--- src/rtl/tape_ram_writer.sv ---
// Commits bytes streamed by the cassette TAP parser into main RAM over a shared
// request/grant port, then hands the execution address to the boot logic.
module tape_ram_writer #(
  parameter int FIFO_DEPTH = 16,
  parameter int ADDR_W     = 16
) (
  input  logic              clk,
  input  logic              reset_n,
  input  logic              tape_wr,
  input  logic [ADDR_W-1:0] tape_addr,
  input  logic [7:0]        tape_dout,
  input  logic              tape_complete,
  output logic              ram_req,
  input  logic              ram_gnt,
  output logic [ADDR_W-1:0] ram_addr,
  output logic [7:0]        ram_dout,
  output logic              ram_we,
  output logic              busy,
  output logic              exec_valid,
  output logic [ADDR_W-1:0] exec_addr,
  input  logic              exec_ack,
  output logic [15:0]       byte_count,
  output logic [7:0]        checksum,
  output logic              overflow
);

  localparam int PTR_W   = $clog2(FIFO_DEPTH);
  localparam int ENTRY_W = ADDR_W + 8;

  typedef enum logic [1:0] {S_IDLE, S_REQ, S_WRITE, S_DONE} state_e;

  state_e              state_q, state_d;
  logic [PTR_W:0]      wr_ptr_q, wr_ptr_d;
  logic [PTR_W:0]      rd_ptr_q, rd_ptr_d;
  logic [ENTRY_W-1:0]  mem [FIFO_DEPTH];
  logic                tape_wr_q;
  logic [ADDR_W-1:0]   tape_addr_q;
  logic                tape_complete_q;
  logic [ADDR_W-1:0]   ram_addr_q, ram_addr_d;
  logic [7:0]          ram_dout_q, ram_dout_d;
  logic [ADDR_W-1:0]   exec_addr_q, exec_addr_d;
  logic                complete_pend_q, complete_pend_d;
  logic [15:0]         byte_count_q, byte_count_d;
  logic [7:0]          checksum_q, checksum_d;
  logic                overflow_q, overflow_d;

  logic [PTR_W:0]      occupancy;
  logic [PTR_W:0]      rd_ptr_nx;
  logic                fifo_empty;
  logic                fifo_full;
  logic                capture;
  logic                push;
  logic                pop;
  logic                complete_rise;
  logic                complete_fall;
  logic                exec_taken;

  assign occupancy     = wr_ptr_q - rd_ptr_q;
  assign rd_ptr_nx     = rd_ptr_q + (PTR_W+1)'(1);
  assign fifo_empty    = (wr_ptr_q == rd_ptr_q);
  assign fifo_full     = (wr_ptr_q[PTR_W] != rd_ptr_q[PTR_W]) &&
                         (wr_ptr_q[PTR_W-1:0] == rd_ptr_q[PTR_W-1:0]);
  // A new byte is a rising write level or an address step while the level is held.
  assign capture       = tape_wr && (!tape_wr_q || (tape_addr != tape_addr_q));
  assign pop           = (state_q == S_WRITE);
  assign push          = capture && (!fifo_full || pop);
  assign complete_rise = tape_complete && !tape_complete_q;
  assign complete_fall = !tape_complete && tape_complete_q;

  // NOTE: every signal assigned in an always_comb gets a default on the first lines,
  // otherwise a path that skips the assignment infers a latch.
  always_comb begin
    state_d    = state_q;
    ram_addr_d = ram_addr_q;
    ram_dout_d = ram_dout_q;
    ram_req    = 1'b0;
    ram_we     = 1'b0;
    exec_valid = 1'b0;
    exec_taken = 1'b0;
    unique case (state_q)
      S_IDLE: begin
        if (!fifo_empty) begin
          state_d                  = S_REQ;
          {ram_addr_d, ram_dout_d} = mem[rd_ptr_q[PTR_W-1:0]];
        end else if (complete_pend_q) begin
          state_d = S_DONE;
        end
      end
      S_REQ: begin
        ram_req = 1'b1;
        if (ram_gnt) state_d = S_WRITE;
      end
      S_WRITE: begin
        ram_req = 1'b1;
        ram_we  = 1'b1;
        if (occupancy > (PTR_W+1)'(1)) begin
          state_d                  = S_REQ;
          {ram_addr_d, ram_dout_d} = mem[rd_ptr_nx[PTR_W-1:0]];
        end else begin
          state_d = S_IDLE;
        end
      end
      S_DONE: begin
        exec_valid = 1'b1;
        if (exec_ack) begin
          state_d    = S_IDLE;
          exec_taken = 1'b1;
        end
      end
      default: state_d = S_IDLE;
    endcase
  end

  always_comb begin
    wr_ptr_d        = push ? wr_ptr_q + (PTR_W+1)'(1) : wr_ptr_q;
    rd_ptr_d        = pop ? rd_ptr_nx : rd_ptr_q;
    overflow_d      = overflow_q | (capture && !push);
    complete_pend_d = complete_pend_q;
    exec_addr_d     = exec_addr_q;
    byte_count_d    = byte_count_q;
    checksum_d      = checksum_q;
    if (exec_taken) complete_pend_d = 1'b0;
    if (complete_rise && (state_q != S_DONE)) begin
      complete_pend_d = 1'b1;
      exec_addr_d     = tape_addr;
    end
    // Start of a new load wins over a byte committed on the same edge.
    if (complete_fall) begin
      byte_count_d = 16'd0;
      checksum_d   = 8'd0;
    end else if (pop) begin
      byte_count_d = byte_count_q + 16'd1;
      checksum_d   = checksum_q + ram_dout_q;
    end
  end

  // NOTE: state registers use non-blocking assignments so every flop samples the
  // pre-edge value of every other flop, independent of statement order.
  always_ff @(posedge clk or negedge reset_n) begin
    if (!reset_n) begin
      state_q         <= S_IDLE;
      wr_ptr_q        <= '0;
      rd_ptr_q        <= '0;
      tape_wr_q       <= 1'b0;
      tape_addr_q     <= '0;
      tape_complete_q <= 1'b0;
      ram_addr_q      <= '0;
      ram_dout_q      <= '0;
      exec_addr_q     <= '0;
      complete_pend_q <= 1'b0;
      byte_count_q    <= '0;
      checksum_q      <= '0;
      overflow_q      <= 1'b0;
    end else begin
      state_q         <= state_d;
      wr_ptr_q        <= wr_ptr_d;
      rd_ptr_q        <= rd_ptr_d;
      tape_wr_q       <= tape_wr;
      tape_addr_q     <= tape_addr;
      tape_complete_q <= tape_complete;
      ram_addr_q      <= ram_addr_d;
      ram_dout_q      <= ram_dout_d;
      exec_addr_q     <= exec_addr_d;
      complete_pend_q <= complete_pend_d;
      byte_count_q    <= byte_count_d;
      checksum_q      <= checksum_d;
      overflow_q      <= overflow_d;
    end
  end

  // NOTE: the storage array has no reset; the pointers define which entries are valid,
  // so clearing the array would only cost reset fan-out.
  always_ff @(posedge clk) begin
    if (push) mem[wr_ptr_q[PTR_W-1:0]] <= {tape_addr, tape_dout};
  end

  assign ram_addr   = ram_addr_q;
  assign ram_dout   = ram_dout_q;
  assign exec_addr  = exec_addr_q;
  assign byte_count = byte_count_q;
  assign checksum   = checksum_q;
  assign overflow   = overflow_q;
  assign busy       = !fifo_empty || (state_q != S_IDLE) || complete_pend_q;

endmodule

--- config.mk ---
export PLATFORM = sky130hd
export DESIGN_NAME = tape_ram_writer
export DESIGN_NICKNAME = d
export VERILOG_FILES = /design/src/rtl/tape_ram_writer.sv
export SDC_FILE = /design/constraint.sdc
export NUM_CORES = 1
export LEC_CHECK = 0
export BUFFER_PORTS_ARGS = -buffer_cell sky130_fd_sc_hd__buf_2
export CORE_UTILIZATION = 37
export DETAILED_ROUTE_END_ITERATION = 8
export GPL_ROUTABILITY_DRIVEN = 0
export PLACE_DENSITY = 0.58
export RECOVER_POWER = 25
export REMOVE_ABC_BUFFERS = 1
export SYNTH_ARGS = -nofsm -noshare
export SYNTH_HDL_FRONTEND = slang
export SYNTH_SLANG_ARGS = --single-unit
export TNS_END_PERCENT = 50
--- constraint.sdc ---
create_clock -name clk -period 8.9 [get_ports clk]
set_input_delay 1.78 -clock clk [delete_from_list [all_inputs] [get_ports clk]]
set_output_delay 1.78 -clock clk [all_outputs]
set_load 0.05 [all_outputs]
==> qor.yml <==
ant_nets: 0
hold_class: "flip-flop to flip-flop"
holdBufCountCts: 0
setup_viol: 0
portBuffers: 98
first_global_vias: 12580
cp-endpoint: "ram_we"
cts_setup_buffers: 0
ys_seq_area_share_pct: 62.72
timing.final.crit_share_pct: 61.35
setup_ws_ns: 3.440
nets: 1402
yosys.area.top_type: "edfxtp_1"
avgSynthCellArea_um2: 17.93
rr_startpoint: "state_q[0]$_DFFE_PN0P_"
ir_worst_vdd_uv: 217.1
initial_utilization_pct: 37.57
antenna_found_initial: 2
syn_area_mm2: 0.02221
drtIter0Drc: 858
ys_types: 55
fmax_ghz: 0.1831
min_period_ns: 5.461
final_hold_viol_count: 0
cts_max_path_buffers: 3
leakage_nw: 8.796
worstReg2RegEnd: "mem[14][0]$_DFFE_PP_"
skew_ns: 0.03534
slew_headroom_pct: -72.85
clock_sinks: 480
worstSetupStartpoint: "state_q[0]$_DFFE_PN0P_"
ctsHtreeMaxLevel: 2
synth-edff-count: 384
failed_checks: "design-rule violations, max-capacitance violations, max-slew violations"
cts_root_buf: "clkbuf_16"
crit_fanout: 43
cts_buffers: 52
ff2ff_path_depth: 7
vias: 12150
drive_gt1_share_pct: 28.95
vias_per_cell: 5.608
final_cell_mix: "edfxtp_1, mux4_2, nand2_1"
num_io_pins: 99
post_cts_resized: 0
path_class: "flip-flop to output port"
ys_ff_latch: 480
final_common_cell: "edfxtp_1"
worst_slew_pin_slew_ns: 2.593
grt_start_max_net_pins: 62
routed_wl_um: 54920
rsz0062_at_grt: "false"
path_clk_slew_ns: 0.06
placementRows: 89
async_reset_ff_share_pct: 20.00
synth_top_area_share_pct: 51.91
fin_hold_ws_ns: 0.4723
synthFlopType: "edfxtp_1"
synth_warnings: 0
grt_pass1_wl_um: 81390
overflow: 0
critPathCaptureType: "output port"
status: "finished, violations left"
maxSlewViolCount: 44
die_x_um: 247.0
wire_per_inst_um: 25.36
hpwlAfterDp_um: 31740
clkLatencyLatePin_ns: 0.62
cp.arrival_ns: 3.68
start_kind: "flip-flop"
synthCells: 1239
cts_tree: "done"
yosys-top-cells-area: "edfxtp_1, mux4_2, dfrtp_1"
dieHeight_um: 247.0
drtPass1Iterations: 7
core_area_mm2: 0.05913
dpl_worst_slack_ns: 3.752
grt_usage_pct: 18.26
dieArea_mm2: 0.06102
cap_violations: 1
drc: 16
worstPathRequired_ns: 7.12
syn_to_final_growth_pct: 13.28
powerDensity_mw_per_mm2: 357.1
regToRegSetupSlack_ns: 3.59
-- critical path, stage by stage, from the launching register on --
cell	delay (ns)
dfrtp_1	0.40
inv_1	0.13
ha_2	0.17
clkbuf_1	1.83
buf_2	0.54
-- per-layer routing --
layer | global-route usage [%] | wire, um | up-vias
li1 | - | - | 5264
met1 | 24.11 | 23010 | 6419
met2 | 30.36 | 27080 | 375
met3 | 3.701 | 3567 | 88
met4 | 5.410 | 1251 | 2
met5 | 0 | 13 | -
-- cells by family after synthesis --
logic type / count (synthesis) / synth area share, %
compound gates: 98 / 3.025
fa+ha+maj: 24 / 1.419
mux: 272 / 23.79
buf+inv: 90 / 2.535
simple gates: 226 / 4.540
xor+xnor: 49 / 1.966
flops: 480 / 62.72
-- metrics by stage --
stage          util (%)  area, um^2  cells  TNS (ns)  total power [mW]
2_1_floorplan         -       21700   1162    -5.403             6.164
3_3_place_gp      39.68       23460   2067         0             6.844
3_5_place_dp      39.68       23460   2067         0             6.897
4_1_cts           42.61       25200   2165         0             9.094
5_1_grt           42.56       25160   2166         0             9.446
6_report          42.56       25160   2166         0             8.986
-- where the power goes --
part	internal, mW	total, mW	switching (mW)
logic	1.63	3.81	2.18
clock network	1.27	2.18	0.908
registers	2.75	2.99	0.240
-- registers in the layout, summed over array words and instances, names as in the netlist --
register / flops
mem: 384
byte_count: 16
exec_addr: 16
ram_addr: 16
tape_addr_q: 16
checksum: 8
ram_dout: 8
rd_ptr_q: 5
wr_ptr_q: 5
state_q: 2
complete_pend_q: 1
overflow: 1
tape_complete_q: 1
tape_wr_q: 1
-- cell usage after synthesis (7+ instances only) --
| master | n |
|---|---|
| edfxtp_1 | 384 |
| mux4_2 | 186 |
| nand2_1 | 121 |
| dfrtp_1 | 96 |
| mux2i_1 | 54 |
| nor2_1 | 37 |
| xor2_1 | 32 |
| a32oi_1 | 30 |
| o21ai_1 | 25 |
| buf_2 | 24 |
| clkbuf_1 | 22 |
| ha_1 | 22 |
| mux2_2 | 19 |
| a21oi_1 | 18 |
| buf_6 | 16 |
| xnor2_1 | 16 |
| and3_1 | 15 |
| nand3_1 | 14 |
| mux4_1 | 13 |
| inv_1 | 11 |
| nor3_1 | 8 |
| o22ai_1 | 7 |
-- layout make-up --
class / instances / area [um^2]
multi-input cells: 669 / 7757
diodes: 1 / 2.502
fillers: 5195 / 33970
flip-flops and latches: 480 / 13940
inverters: 13 / 48.80
clock inverters: 25 / 264.0
clock buffers: 73 / 1471
repair buffers: 132 / 711.9
well taps: 773 / 967.2
-- how the worst min path moves through the flow --
stage,startpoint,endpoint,cells after the start
floorplan,complete_pend_q$_DFFE_PN0P_,complete_pend_q$_DFFE_PN0P_,1
global placement,complete_pend_q$_DFFE_PN0P_,complete_pend_q$_DFFE_PN0P_,1
detailed placement,complete_pend_q$_DFFE_PN0P_,complete_pend_q$_DFFE_PN0P_,1
CTS,complete_pend_q$_DFFE_PN0P_,complete_pend_q$_DFFE_PN0P_,1
global route,complete_pend_q$_DFFE_PN0P_,complete_pend_q$_DFFE_PN0P_,1
finish,complete_pend_q$_DFFE_PN0P_,complete_pend_q$_DFFE_PN0P_,1
Note: power is estimated with default switching activity, not from simulation.
